===== config.mk =====
export PLATFORM = sky130hd
export DESIGN_NAME = alu_pipe
export DESIGN_NICKNAME = d
export VERILOG_FILES = /design/src/rtl/alu_pkg.sv /design/src/rtl/alu_core.sv /design/src/rtl/alu_pipe.sv
export SDC_FILE = /design/constraint.sdc
export NUM_CORES = 1
export LEC_CHECK = 0
export ABC_AREA = 1
export CAP_MARGIN = 20
export CORE_ASPECT_RATIO = 0.7
export CORE_MARGIN = 2
export CORE_UTILIZATION = 25
export CTS_CLUSTER_DIAMETER = 150
export CTS_CLUSTER_SIZE = 10
export DETAILED_ROUTE_END_ITERATION = 8
export GPL_ROUTABILITY_DRIVEN = 0
export PLACE_DENSITY = 0.46
export SLEW_MARGIN = 40
export SYNTH_ARGS = -nofsm -noshare
export SYNTH_HDL_FRONTEND = slang
export SYNTH_HIERARCHICAL = 1
export SYNTH_SLANG_ARGS = --single-unit

===== constraint.sdc =====
create_clock -name clk -period 5.4 [get_ports clk]
set_clock_uncertainty 0.2 [all_clocks]
set_input_delay 0.54 -clock clk [delete_from_list [all_inputs] [get_ports clk]]
set_output_delay 0.54 -clock clk [all_outputs]
set_load 0.01 [all_outputs]

===== src/rtl/alu_pkg.sv =====
// rtl/alu_pkg.sv - shared constants and flag type for the pipelined ALU
package alu_pkg;

  // Mode select (m)
  localparam logic ALU_ARITH = 1'b0;
  localparam logic ALU_LOGIC = 1'b1;

  // Arithmetic function select (s) when m = ALU_ARITH
  localparam logic [1:0] FN_PASS = 2'b00;
  localparam logic [1:0] FN_ADD  = 2'b01;
  localparam logic [1:0] FN_SUB  = 2'b10;
  localparam logic [1:0] FN_DEC  = 2'b11;

  // Logic function select (s) when m = ALU_LOGIC
  localparam logic [1:0] FN_AND  = 2'b00;
  localparam logic [1:0] FN_OR   = 2'b01;
  localparam logic [1:0] FN_XOR  = 2'b10;
  localparam logic [1:0] FN_NOT  = 2'b11;

  // Status flags registered alongside the result
  typedef struct packed {
    logic co;
    logic zero;
    logic neg;
    logic ovf;
  } alu_flags_t;

endpackage


===== src/rtl/alu_core.sv =====
// rtl/alu_core.sv - combinational WIDTH-bit arithmetic/logic slice with flags
module alu_core
  import alu_pkg::*;
#(
  parameter int WIDTH = 8
) (
  input  logic [WIDTH-1:0] a,
  input  logic [WIDTH-1:0] b,
  input  logic             ci,
  input  logic [1:0]       s,
  input  logic             m,
  output logic [WIDTH-1:0] f,
  output logic             co,
  output logic             zero,
  output logic             neg,
  output logic             ovf
);

  logic [WIDTH-1:0] p;
  logic [WIDTH:0]   sum;

  // Select the second adder operand, add with carry, or apply the bitwise function
  always_comb begin
    p   = '0;
    sum = '0;
    f   = '0;
    co  = 1'b0;
    ovf = 1'b0;
    if (m == ALU_ARITH) begin
      case (s)
        FN_PASS: p = '0;
        FN_ADD:  p = b;
        FN_SUB:  p = ~b;
        default: p = '1;
      endcase
      sum = {1'b0, a} + {1'b0, p} + {{WIDTH{1'b0}}, ci};
      f   = sum[WIDTH-1:0];
      co  = sum[WIDTH];
      // Signed overflow: both addends share a sign that the result does not
      ovf = (a[WIDTH-1] == p[WIDTH-1]) & (f[WIDTH-1] != a[WIDTH-1]);
    end else begin
      case (s)
        FN_AND:  f = a & b;
        FN_OR:   f = a | b;
        FN_XOR:  f = a ^ b;
        default: f = ~a;
      endcase
    end
  end

  assign zero = (f == '0);
  assign neg  = f[WIDTH-1];

endmodule


===== src/rtl/alu_pipe.sv =====
// rtl/alu_pipe.sv - registered ALU with valid/ready handshake and accumulator
module alu_pipe
  import alu_pkg::*;
#(
  parameter int WIDTH  = 8,
  parameter int ACC_EN = 1
) (
  input  logic             clk,
  input  logic             rst,
  input  logic             in_valid,
  output logic             in_ready,
  input  logic [WIDTH-1:0] a,
  input  logic [WIDTH-1:0] b,
  input  logic             ci,
  input  logic [1:0]       s,
  input  logic             m,
  input  logic             acc_sel,
  input  logic             acc_clr,
  output logic             out_valid,
  input  logic             out_ready,
  output logic [WIDTH-1:0] f,
  output logic             co,
  output logic             zero,
  output logic             neg,
  output logic             ovf,
  output logic [WIDTH-1:0] acc_q
);

  logic             in_fire;
  logic [WIDTH-1:0] a_eff;
  logic [WIDTH-1:0] core_f;
  alu_flags_t       core_flags;

  logic             out_valid_q, out_valid_d;
  logic [WIDTH-1:0] f_q, f_d;
  alu_flags_t       flags_q, flags_d;
  logic [WIDTH-1:0] acc_d;

  // Single output register: a new op is taken whenever the slot is empty or being drained
  assign in_ready = !out_valid_q | out_ready;
  assign in_fire  = in_valid & in_ready;
  assign a_eff    = ((ACC_EN != 0) && acc_sel) ? acc_q : a;

  alu_core #(
    .WIDTH(WIDTH)
  ) u_core (
    .a    (a_eff),
    .b    (b),
    .ci   (ci),
    .s    (s),
    .m    (m),
    .f    (core_f),
    .co   (core_flags.co),
    .zero (core_flags.zero),
    .neg  (core_flags.neg),
    .ovf  (core_flags.ovf)
  );

  // Next-state for the output slot and the accumulator
  always_comb begin
    out_valid_d = out_valid_q;
    f_d         = f_q;
    flags_d     = flags_q;
    acc_d       = acc_q;
    if (in_fire) begin
      out_valid_d = 1'b1;
      f_d         = core_f;
      flags_d     = core_flags;
    end else if (out_ready) begin
      out_valid_d = 1'b0;
    end
    if (ACC_EN != 0) begin
      if (in_fire) begin
        acc_d = core_f;
      end
      // Clear takes priority over a same-cycle result; f still shows that result
      if (acc_clr) begin
        acc_d = '0;
      end
    end
  end

  // State registers; reset drops any held result immediately
  always_ff @(posedge clk or posedge rst) begin
    if (rst) begin
      out_valid_q <= 1'b0;
      f_q         <= '0;
      flags_q     <= '0;
      acc_q       <= '0;
    end else begin
      out_valid_q <= out_valid_d;
      f_q         <= f_d;
      flags_q     <= flags_d;
      acc_q       <= acc_d;
    end
  end

  assign out_valid = out_valid_q;
  assign f         = f_q;
  assign co        = flags_q.co;
  assign zero      = flags_q.zero;
  assign neg       = flags_q.neg;
  assign ovf       = flags_q.ovf;

endmodule


## Word-level counts from Yosys, hierarchy flattened

Index checks and enable logic that the tools add are counted.

- Output and inout bits: 22
- Register bits: 21
- Bits of input ports: 26
- Logic and storage cells: 37

- Equal/unequal tests: 4
- Reduce and logical (&&, ||, !) cells: 5
- Muxes and demuxes: 11
- Add/subtract/negate cells: 2
- Bitwise operators: 8

Operators by type and width:

| operator | number |
|---|---|
| 8-bit one-hot mux with 3 select lines | 2 |
| 8-bit 2-to-1 mux | 5 |
| 8-bit inverter | 2 |
| 8-bit by 8-bit adder with 9-bit output | 1 |
| 9-bit by 1-bit adder with 9-bit output | 1 |
| 8-bit AND | 1 |
| 8-bit logical NOT | 1 |
| 8-bit bitwise OR | 1 |
| 8-bit bitwise XOR | 1 |
| 1-bit 2-to-1 mux | 4 |
| 2-bit nonzero test | 2 |
| 1-bit AND | 2 |
| 2-bit by 1-bit == test with 1-bit output (second input constant) | 1 |
| 2-bit == test (second input constant) | 1 |
| 2-bit logical NOT | 1 |
| 1-bit == test | 1 |
| 1-bit logical NOT | 1 |
| 1-bit inequality test | 1 |
| 1-bit bitwise OR | 1 |

## Longest topological paths before layout

Gate-level depths: netlist of run 1.

- Word-level depth: 8
- Mapped depth: 19
- Depth with buffers taken out: 18

## Hierarchy

Netlist of run 1, hierarchy kept.

Modules (own cells, without submodules):

| module | instances | cells an instance | area each (sq um) |
|---|---|---|---|
| alu_core | 1 | 202 | 1,101.1 |
| alu_pipe | 1 | 119 | 1,012.2 |

## Worst setup path before layout of run 1

No wires, ideal clock.

- Path kind: input to register
- Start point: in acc_sel
- End point: reg flags_q, in the netlist zero
- Setup slack: 2.557 ns
- Required time: 5.135 ns
- Buffers on the path: 1
- Library setup time: 0.065 ns
- Stages: 19
- Arrival time: 2.578 ns
- Cells stage by stage: buf_4 > nand2_1 > o21ai_0 > inv_1 > fa_1 > fa_1 > inv_1 > nand2_1 > nand2_1 > nand3_1 > nand3_1 > nand2_1 > inv_2 > nand2_1 > nor2_1 > nand3_1 > nor2_1 > nand3_1 > nand2_1

RTL lines:

| item | RTL line | RTL |
|---|---|---|
| from (decl) | alu_pipe.sv:17 | `input logic acc_sel,` |
| to (signal assigned) | alu_pipe.sv:93 | `flags_q <= flags_d;` |
| to (decl) | alu_pipe.sv:36 | `alu_flags_t flags_q, flags_d;` |

==> results.md, run 1 <==
- Run status: completed
- R2R Setup Slk: ~2.6 ns
- Largest net degree at the start of global routing: 24
- H-tree Lvls: 1
- CTS resizes: 0
- Clk buf depth: 2
- Post-synthesis mux area share: 0
- Max-cap violation count: 0
- Post-synthesis compound-gate area fraction: 0.106
- # port buffers: between 40 and 50
- Routed via count: around 2.1k
- Final routed DRC violation total: 0
- Area added between synthesis and finish: 27.4%
- Least-Margin Pin Slew: 0.777 ns
- Post-Syn Area: between 2000 and 2500 um2
- CTS Buf Count: 3
- Yosys reg bits: 21
- WP data arrival: 3.57 ns
- Slew Limit Fails: 0
- Maximum fanout along the worst path: 16
- Ratio of cells with drive above 1 in the final layout: 0.0389
- Adder-Cell Fraction of Synth Area: 0.155
- DIE WIDTH: approximately 110 um
- Final Hold Viols: 0
- Cells after DPL: roughly 460
- Die area: about 9200 um2
- Ant. Diodes: 0
- I/O pin total: 48
- CTS tree: done
- Leakage: around 1.4 nW
- # clock sinks: 21
- Synth Instances: ~320
- Global-route wire length before repair: between 9000 and 10000 um
- Synth Warn #: 6
- Starting density of the core: 0.253
- Place WS: 1.55 ns
- Clock Latency Late Sink: around 0.25 ns
- Initial antenna violation count: 0
- Routed Antenna Nets: 0
- Avg Inst Size Synth: around 6.6 um2
- Rows: 28
- CP Launch Type: input port
- Setup bufs post-CTS: 0
- CTS root buf: clkbuf_16
- Layout Nets: 412
- Crit end category: register
- Clock-pin slew on the worst setup and hold paths: 0.06 ns
- DR iter-0 viols: between 70 and 80
- Simple-Gate Fraction of Synth Area: 0.341
- DP Wirelength: roughly 4700 um
- Main combinational cell family by area after synthesis: simple AND/OR/NAND/NOR gates
- Critical path class: input port to register
- Pwr/cell area: around 220 nW/um2
- Storage element area: around 530 um2
- Die height: 80.9 um
- Register area share after synthesis: 0.249
- Vias in the first global route: a little under 2k
- Multi-input gate area: 1280 um2
- Final period utilization: 0.664
- Final setup violation count: 0
- Most common cell after layout, fill and taps aside: nand2_1
- Routed wire length: ~5900 um
- Non-Filler Instances: between 400 and 500
- Pre-Repair DR Iteration Count: 4
- Gr usage total: 0.132
- Fin crit period: approximately 3.6 ns
- Commonest non-fill, non-tap cells in the layout: nand2_1 (95), inv_1 (49), clkdlybuf4s50_1 (47), nand3_1 (42), o21ai_0 (24)
- Crit path required time: ~5.4 ns
- Worst vdd ir: between 0.1 and 0.15 mV
- Vias/cell: 4.48
- Highest Clock Rate: ~0.28 GHz
- Post-Synth XOR/XNOR Area: 0.00414
- Core ar.: 8340 um2
- Setup_tns: 0 ns
- Synthesized Nets: 372
- WL/cell: about 13 um
- Unrepaired setup endpoints after global routing: no
- Number of fill cells: 933
- Hold Crit Class: register to register
- Unique masters post-synth: 23
- Rel. slew slack: 0.481
- Final worst setup slack: ~1.8 ns
- Hold Buf Count CTS: 0
- Global route overflow: 0
[metrics by stage]
stage / power [mW] / area [um2] / utilization / hold slack, ns
final: 0.600 / 2690 / 0.323 / 0.271
after global routing: 0.650 / 2690 / 0.323 / 0.297
after CTS: 0.606 / 2690 / 0.323 / 0.276
after detailed placement: 0.447 / 2610 / 0.313 / 0.262
after global placement: 0.448 / 2610 / 0.313 / 0.265
after floorplan: 0.348 / 2110 / - / 0.306
[final cells by class]
class,instances,share of cell area
clock buffer,3,0.0279
clock inverter,1,0.00186
inverter,54,0.0753
multi-input combinational,234,0.476
sequential,21,0.195
tap,105,0.0488
timing repair buffer,47,0.175
[cell families after synthesis]
| kind of cell | count (synthesis) |
|---|---|
| compound gates | 43 |
| xor+xnor | 1 |
| fa+ha+maj | 25 |
| buf+inv | 66 |
| flops | 21 |
| simple gates | 165 |
[power breakdown]
group / switching [mW] / internal [mW] / leakage [nW]
Combinational: 0.138 / 0.110 / 1.09
Sequential: 0.0149 / 0.180 / 0.272
Clock: 0.0584 / 0.0995 / 0.0409
Total: 0.211 / 0.389 / 1.40
[sequential cells by signal, indices dropped and copies added (netlist names)]
signal,cells
acc_q,8
co,1
f,8
zero,1
out_valid,1
ovf,1
neg,1
[metal layers]
metal	global-route usage	wire length, um	share of wire	vias up
met5	0	0	0	-
met4	0.00732	18	0.0031	0
met3	0.0246	236	0.040	2
met2	0.197	2310	0.39	36
met1	0.205	3320	0.56	937
li1	-	-	-	1109
[worst max-delay path: stages]
cell             delay, ns
clkdlybuf4s50_1       0.68
o21ai_0               0.36
inv_1                 0.14
fa_1                  0.47
fa_1                  0.38
inv_1                 0.10
nand2_1               0.06
nand2_1               0.07
nand3_1               0.06
nand3_1               0.08
nand2_1               0.11
inv_2                 0.06
nand2_1               0.05
nor2_1                0.08
nand3_1               0.07
nor2_1                0.09
nand3_1               0.08
nand2_1               0.10
[cell usage after synthesis]
master,n,area share
o2111ai_1,1,0.0041
ha_1,23,0.14
nand2_4,2,0.011
buf_6,5,0.027
nor2_1,13,0.023
nand2_2,1,0.0030
xor2_1,1,0.0041
buf_2,2,0.0047
inv_1,50,0.089
inv_2,4,0.0071
nand3b_1,1,0.0036
a21oi_1,10,0.024
or2_2,2,0.0059
o21ai_1,6,0.014
buf_4,5,0.018
fa_1,2,0.019
o211ai_1,1,0.0036
o21a_1,1,0.0036
nand2_1,95,0.17
nand3_1,42,0.099
o21ai_0,24,0.057
nand4_1,9,0.027
dfrtp_1,21,0.25
[final timing paths]
| path | cells after the start | from | to |
|---|---|---|---|
| setup / recovery | 18 | acc_sel | zero$_DFFE_PP0P_ |
| hold / removal | 2 | f[6]$_DFFE_PP0P_ | f[6]$_DFFE_PP0P_ |
| setup reg to reg | 18 | acc_q[0]$_DFFE_PP0P_ | zero$_DFFE_PP0P_ |
| hold reg to reg | 2 | f[6]$_DFFE_PP0P_ | f[6]$_DFFE_PP0P_ |
| max in group asynchronous | 2 | rst | zero$_DFFE_PP0P_ |
| min in group asynchronous | 2 | rst | f[2]$_DFFE_PP0P_ |
(Power assumes the default switching activity.)
==> inputs of run 2 (changes only) <==
==> constraint.sdc (replaced) <==
create_clock -name clk -period 3.64 [get_ports clk]
set_clock_uncertainty 0.2 [all_clocks]
set_input_delay 0.364 -clock clk [delete_from_list [all_inputs] [get_ports clk]]
set_output_delay 0.364 -clock clk [all_outputs]
set_load 0.01 [all_outputs]
==> run 2 against run 1 <==
Against the previous run:
- sequential cell count unchanged
- total power up 49%
- die area unchanged
- worst setup slack worse by 1.3 ns
- sequential power up 48%
- final cell count up 1.3%
- combinational power up 52%
- clock power up 47%
- via count up 1.9%
==> results.md, run 2 (synthesis results as in run 1) <==
- CTS tree: done
- Number of fill cells: 939
- CTS root buf: clkbuf_16
- Max-cap violation count: 0
- Pwr/cell area: approximately 330 nW/um2
- Rows: 28
- CP peak stage delay: between 0.4 and 0.5 ns
- Unrepaired setup endpoints after global routing: no
- Clk buf depth: 2
- R2R Setup Slk: 0.82 ns
- Worst vdd ir: between 0.15 and 0.2 mV
- Fin crit period: 3.09 ns
- Maximum fanout along the worst path: 4
- Slowest stage cell, crit path: fa_1
- Routed wire length: between 5000 and 6000 um
- Final setup violation count: 0
- Crit end category: register
- R2r worst-path depth: 16
- Starting density of the core: 0.253
- Die area: 9220 um2
- Largest net degree at the start of global routing: 24
- Critical path class: input port to register
- Leakage: approximately 1.4 nW
- DP Wirelength: 4780 um
- Clock-pin slew on the worst setup and hold paths: ~0.05 ns
- Final Hold Viols: 0
- Run status: completed
- Final period utilization: 0.850
- WL/cell: 12.6 um
- WP data arrival: 3.08 ns
- Ratio of cells with drive above 1 in the final layout: 0.0519
- Reg2reg start: acc_q[0]$_DFFE_PP0P_
- Routed via count: 2124
- Most common cell after layout, fill and taps aside: nand2_1
- Setup_tns: 0 ns
- Final routed DRC violation total: 0
- Pre-Repair DR Iteration Count: 5
- Highest Clock Rate: between 0.3 and 0.4 GHz
- Routed Antenna Nets: 0
- CTS resizes: 0
- Rel. slew slack: 0.480
- Ant. Diodes: 0
- Layout Nets: roughly 420
- CTS Buf Count: 3
- DR iter-0 viols: between 100 and 150
- # port buffers: between 40 and 50
- Clock Latency Late Sink: 0.25 ns
- Hold Buf Count CTS: 0
- I/O pin total: between 40 and 50
- Gr usage total: 0.132
- Area added between synthesis and finish: 29.4%
- Vias/cell: ~4.5
- Crit path required time: about 3.6 ns
- Least-Margin Pin Slew: a little under 0.8 ns
- H-tree Lvls: 1
- Vias in the first global route: 1966
- Core ar.: around 8300 um2
- Total chip power: roughly 0.90 mW
- # clock sinks: 21
- Die height: roughly 81 um
- CP Launch Type: input port
- DIE WIDTH: 114 um
- Setup bufs post-CTS: 0
- Crit-path cells: clkdlybuf4s50_1 > inv_1 > o21ai_0 > inv_1 > fa_1 > fa_1 > inv_1 > a21oi_1 > o21ai_0 > nand2_1 > nor2_1 > nand2_1 > nor2_1 > nand3_1 > nor2_1 > nand3_1 > nand2_1
- Commonest non-fill, non-tap cells in the layout: nand2_1 (95), inv_1 (49), clkdlybuf4s50_1 (47), nand3_1 (42), o21ai_0 (24)
- Hold Crit Class: input port to async pin
- Initial antenna violation count: 0
- Slew Limit Fails: 0
- RR Endpoint: zero$_DFFE_PP0P_
- Global route overflow: 0
- Global-route wire length before repair: a little under 10000 um
[run 2: cell count changes in the layout (fill, tap and decap cells not counted)]
cell	before	now
buf_4	0	6
clkbuf_1	0	1
clkinv_2	1	0
[run 2: per-layer routing]
metal	share of wire	up-vias	global-route usage
li1	-	1116	-
met1	0.53	954	0.205
met2	0.41	54	0.201
met3	0.062	0	0.0216
met4	0	0	0.00732
met5	0	-	0
[run 2: where the power goes]
part | total, mW | switching, mW | internal (mW)
clock network | 0.232 | 0.0824 | 0.149
registers | 0.289 | 0.0225 | 0.267
logic | 0.375 | 0.206 | 0.168
total | 0.896 | 0.311 | 0.584
[run 2: critical path: cells and delay by family]
kind                     cells  cell delay (ns)
AO/OA/AOI/OAI                3             0.38
adder cells (fa/ha/maj)      2             0.85
buffers and inverters        4             0.73
AND/OR/NAND/NOR              8             0.76
[run 2: area by class of cell]
class	count	area, um2	area share
Clock buffer	4	78.8	0.0288
Inverter	54	203	0.0741
Multi-Input combinational cell	234	1280	0.468
Sequential cell	21	526	0.192
Tap cell	105	131	0.0480
Timing Repair Buffer	53	515	0.188
[run 2: worst max path at each step]
stage | startpoint | end | slack [ns] | cells past startpoint
2_1_floorplan | acc_sel | zero$_DFFE_PP0P_ | 0.97 | 19
3_3_place_gp | a[0] | zero$_DFFE_PP0P_ | 0.34 | 19
3_5_place_dp | a[0] | zero$_DFFE_PP0P_ | 0.28 | 17
4_1_cts | a[0] | zero$_DFFE_PP0P_ | 0.53 | 17
5_1_grt | a[0] | zero$_DFFE_PP0P_ | 0.21 | 17
6_report | a[0] | zero$_DFFE_PP0P_ | 0.55 | 17
[run 2: stage by stage]
stage	instance area, um2	worst slack, ns	util	instances	hold WS [ns]
6_report	2740	0.546	0.328	471	0.249
5_1_grt	2740	0.213	0.328	471	0.297
4_1_cts	2740	0.534	0.328	471	0.266
3_5_place_dp	2660	0.284	0.319	467	0.258
3_3_place_gp	2660	0.342	0.319	467	0.263
2_1_floorplan	2110	0.973	-	321	0.141
==> edit 1, RTL diff (flow settings as in run 2) <==
`WIDTH` is set to 8 in 2 places; all go to 9.
--- a/src/rtl/alu_core.sv
+++ b/src/rtl/alu_core.sv
@@ -2,7 +2,7 @@
 module alu_core
   import alu_pkg::*;
 #(
-  parameter int WIDTH = 8
+  parameter int WIDTH = 9
 ) (
   input  logic [WIDTH-1:0] a,
   input  logic [WIDTH-1:0] b,
--- a/src/rtl/alu_pipe.sv
+++ b/src/rtl/alu_pipe.sv
@@ -2,7 +2,7 @@
 module alu_pipe
   import alu_pkg::*;
 #(
-  parameter int WIDTH  = 8,
+  parameter int WIDTH  = 9,
   parameter int ACC_EN = 1
 ) (
   input  logic             clk,
Ports: changed (resized a, acc_q, b and f); port bits go from 48 to 52. No check against the original RTL was run, so the function may have changed too.
==> edit 1 against run 2 <==
Routed wire length up 16%; critical endpoint unchanged; critical path depth is the same; clock power grew 6%; sequential cell count grew 2; total power up 11%; largest cell class unchanged; synthesized area is 18% higher; worst setup slack lost 0.072 ns; cell area increased by 15%.
==> edit 1: results (changes against run 2) <==
{| class="wikitable"
! Metric !! Value
|-
| Net count reported at finish || 471 (was 418)
|-
| Peak supply drop || 0.186 mV (was 0.176 mV)
|-
| Post-synthesis share of cell area spent on xor and xnor gates || 0 (was 0.00414)
|-
| Post-DR vias/cell || 4.39 (was 4.51)
|-
| Amount of wire on met3 after detailed routing || 314 microns (was 370 microns)
|-
| Dpl hpwl || 5.44 mm (was 4.78 mm)
|-
| Number of fill cells || 1,085 (was 939)
|-
| Leak pwr || 1.66 nW (was 1.43 nW)
|-
| Synthesized instance count || 367 (was 321)
|-
| Register area share after synthesis || 0.232 (was 0.249)
|-
| Largest delay contributor family on the critical path || simple AND/OR/NAND/NOR gates (was adder cells)
|-
| Via count of the first global-routing pass || 2,231 (was 1,966)
|-
| Adder-cell area share of the yosys netlist || 0.147 (was 0.155)
|-
| Req. time, crit path || 3.59 ns (was 3.63 ns)
|-
| Met1 usage || 0.202 (was 0.205)
|-
| Area after detailed placement || 0.00307 sq mm (was 0.00266 sq mm)
|-
| Share of cells above drive strength 1 || 0.0870 (was 0.0519)
|-
| Initial detailed-routing violation count || 129 (was 109)
|-
| Worst slack at placement || 0.222 ns (was 0.284 ns)
|-
| Wirelength, routed || 6.86 mm (was 5.94 mm)
|-
| Number of port buffers || 51 (was 47)
|-
| Buffer type at the clock tree root || sky130_fd_sc_hd__clkbuf_16 (unchanged)
|-
| Run status || complete, no violations (unchanged)
|-
| Max Fanout on Critical Path || 5 (was 4)
|-
| Number of search-and-repair iterations in the first detailed-routing pass || 4 (was 5)
|-
| Routed length on met2 || 2.65 mm (was 2.45 mm)
|-
| Slowest cell on the critical path || sky130_fd_sc_hd__clkdlybuf4s50_1 (was sky130_fd_sc_hd__fa_1)
|-
| Wire length of the first global-routing pass || 11.2 mm (was 9.78 mm)
|-
| Pin count of the biggest net entering global routing || 26 (was 24)
|-
| Global routing usage on met2 || 0.189 (was 0.201)
|-
| Cell types occupying the most area after synthesis || sky130_fd_sc_hd__dfrtp_1, sky130_fd_sc_hd__nand2_1, sky130_fd_sc_hd__ha_1, sky130_fd_sc_hd__inv_1, sky130_fd_sc_hd__nand3_1 (was sky130_fd_sc_hd__dfrtp_1, sky130_fd_sc_hd__nand2_1, sky130_fd_sc_hd__ha_1, sky130_fd_sc_hd__nand3_1, sky130_fd_sc_hd__inv_1)
|-
| Slew at the pin with the worst max-slew slack || 0.500 ns (was 0.777 ns)
|-
| Share of the synthesized area in compound gates (AO/OA/AOI/OAI) || 0.111 (was 0.106)
|-
| Top post-synthesis cells by count || sky130_fd_sc_hd__nand2_1, sky130_fd_sc_hd__inv_1, sky130_fd_sc_hd__nand3_1, sky130_fd_sc_hd__ha_1 (was sky130_fd_sc_hd__nand2_1, sky130_fd_sc_hd__inv_1, sky130_fd_sc_hd__nand3_1, sky130_fd_sc_hd__o21ai_0, sky130_fd_sc_hd__ha_1)
|-
| Top routing layer in use || met4 (was met3)
|}
[edit 1: report_power, final]
part / switching (mW) / internal [mW] / total (mW)
logic: 0.238 / 0.190 / 0.428
registers: 0.0261 / 0.291 / 0.317
clock network: 0.0964 / 0.150 / 0.246
total: 0.361 / 0.631 / 0.992
[edit 1: layout make-up]
type                       instances  area (sq um)  share of cell area
multi-input combinational        258          1500               0.477
sequential                        23           576               0.183
clock buffer                       4          78.8              0.0250
tap                              128           160              0.0508
inverter                          70           263              0.0834
timing repair buffer              59           571               0.181
[edit 1: path summary, 6_finish.rpt]
path	startpoint	end	slack, ns	cells after the start
min reg2reg	f[7]	f[7]	0.27	2
max reg2reg	acc_q[0]	zero	0.83	17
min in group clk	f[7]	f[7]	0.27	2
min	rst	ovf	0.25	2
max	acc_sel	zero	0.47	17
max in group asynchronous	rst	acc_q[1]	2.64	2
==> edit 2, RTL diff (flow settings as in run 2) <==
Without the edit above. Reset style: synchronous (`rst`), changed in one clocked block.
--- a/src/rtl/alu_pipe.sv
+++ b/src/rtl/alu_pipe.sv
@@ -81,7 +81,7 @@
   end
 
   // State registers; reset drops any held result immediately
-  always_ff @(posedge clk or posedge rst) begin
+  always_ff @(posedge clk) begin
     if (rst) begin
       out_valid_q <= 1'b0;
       f_q         <= '0;
Behaviour: differs if rst is asserted again (counterexample within 4 cycles, from zero or initial values and one cycle with rst high); with rst held inactive, the same outputs for 10 cycles.
==> edit 2 against run 2 <==
Cell area shrank 6.8%; total power shrank 22%; worst setup slack gained 0.038 ns; largest power group unchanged; non-clock buffer count shrank 3; sequential power shrank 12%; critical endpoint is now zero; count of clock-buffer cells in the layout shrank 1; synthesized area shrank 7.1%; first-iteration DRC count grew 18%; worst hold slack gained 0.012 ns; routed wire length shrank 7.7%; sequential cell count is the same; highest routed layer is now met4.
==> edit 2: results (changes against run 2) <==
{| class="wikitable"
! Metric !! Value
|-
| Peak supply drop || 0.140 mV (was 0.176 mV)
|-
| Post-DR vias/cell || 4.45 (was 4.51)
|-
| Dominant register cell in the synthesized netlist || sky130_fd_sc_hd__dfxtp_1 (was sky130_fd_sc_hd__dfrtp_1)
|-
| Net count reported at finish || 396 (was 418)
|-
| Share of total power in combinational logic || 0.414 (was 0.418)
|-
| Synthesized instance count || 300 (was 321)
|-
| Dpl hpwl || 4.49 mm (was 4.78 mm)
|-
| Top post-synthesis cells by count || sky130_fd_sc_hd__nand2_1, sky130_fd_sc_hd__inv_1, sky130_fd_sc_hd__nand3_1, sky130_fd_sc_hd__a21oi_1, sky130_fd_sc_hd__ha_1 (was sky130_fd_sc_hd__nand2_1, sky130_fd_sc_hd__inv_1, sky130_fd_sc_hd__nand3_1, sky130_fd_sc_hd__o21ai_0, sky130_fd_sc_hd__ha_1)
|-
| Total via count in the routed design || 1,965 (was 2,124)
|-
| Min-Delay Path Class || reg2reg (was in2async)
|-
| Initial detailed-routing violation count || 129 (was 109)
|-
| Async S/R FF share, synth || 0 (was 1.00)
|-
| Total Routing Usage GR || 0.129 (was 0.132)
|-
| Pwr Total || 0.697 mW (was 0.896 mW)
|-
| Area after detailed placement || 0.00250 sq mm (was 0.00266 sq mm)
|-
| Run status || complete, no violations (unchanged)
|-
| Share of cells above drive strength 1 || 0.0698 (was 0.0519)
|-
| Wire length of the first global-routing pass || 8.88 mm (was 9.78 mm)
|-
| Leak pwr || 1.20 nW (was 1.43 nW)
|-
| Clock edge transition at the registers on the reported setup and hold paths || 0.08 ns (was 0.05 ns)
|-
| Adder-cell area share of the yosys netlist || 0.167 (was 0.155)
|-
| Multiplexer share of the synthesized area || 0.0459 (was 0)
|-
| Distinct cell type count of the synthesized netlist || 25 (was 23)
|-
| Register area share after synthesis || 0.214 (was 0.249)
|-
| Cell types occupying the most area after synthesis || sky130_fd_sc_hd__dfxtp_1, sky130_fd_sc_hd__ha_1, sky130_fd_sc_hd__nand2_1, sky130_fd_sc_hd__inv_1, sky130_fd_sc_hd__nand3_1 (was sky130_fd_sc_hd__dfrtp_1, sky130_fd_sc_hd__nand2_1, sky130_fd_sc_hd__ha_1, sky130_fd_sc_hd__nand3_1, sky130_fd_sc_hd__inv_1)
|-
| Number of search-and-repair iterations in the first detailed-routing pass || 4 (was 5)
|-
| Worst slack at placement || 0.320 ns (was 0.284 ns)
|-
| Post-synthesis share of cell area spent on xor and xnor gates || 0.00446 (was 0.00414)
|-
| Via count of the first global-routing pass || 1,801 (was 1,966)
|-
| Share of the synthesized area in compound gates (AO/OA/AOI/OAI) || 0.137 (was 0.106)
|-
| Number of nets in the synthesized netlist || 351 (was 372)
|-
| Average routed wire per standard cell || 12.4 microns (was 12.6 microns)
|-
| Int Pwr || 0.452 mW (was 0.584 mW)
|}
==> edit 2: cell types whose count changed in the layout (fill, tap and decap cells not counted), sizes merged, moves of 8 or more <==
| cell | delta |
|---|---|
| a21oi | +17 |
| nand4 | -8 |
| nand2 | -21 |
| dfxtp | +21 |
| nand3 | -12 |
| mux2 | +8 |
| dfrtp | -21 |
| o21ai | -8 |
| inv | -8 |
| nor2 | +8 |
==> edit 2: cell type report <==
class,instances,area [sq um],area share
flip-flops and latches,21,420,0.165
repair buffers,50,493,0.193
clock buffers,3,41.3,0.0162
well taps,98,123,0.0481
clock inverters,1,5.00,0.00196
inverters,46,173,0.0677
multi-input cells,223,1290,0.508
==> edit 2: worst paths after layout <==
check            from   end  slack (ns)  cells past startpoint
max           acc_sel  zero        0.58                     19
min              f[5]  f[5]        0.26                      2
max reg2reg  acc_q[0]  zero        0.83                     18
min reg2reg      f[5]  f[5]        0.26                      2
==> edit 2: kinds of logic after synthesis <==
family                   Yosys count
flip-flops                        21
multiplexers                       8
buffers and inverters             56
AO/OA/AOI/OAI                     52
adder cells (fa/ha/maj)           25
AND/OR/NAND/NOR                  137
XOR/XNOR                           1
==> edit 2: metal layers <==
| metal | vias up | wire length, microns | GRT usage |
|---|---|---|---|
| met5 | - | 0 | 0 |
| met4 | 0 | 18 | 0.00759 |
| met3 | 2 | 357 | 0.0266 |
| met2 | 51 | 2160 | 0.187 |
| met1 | 855 | 2940 | 0.202 |
| li1 | 1057 | - | - |
==> edit 2: worst min-delay path, stage by stage (launching register included) <==
cell and delay, ns:
sky130_fd_sc_hd__dfxtp_1 0.31, sky130_fd_sc_hd__nand2_1 0.06, sky130_fd_sc_hd__a21oi_1 0.05
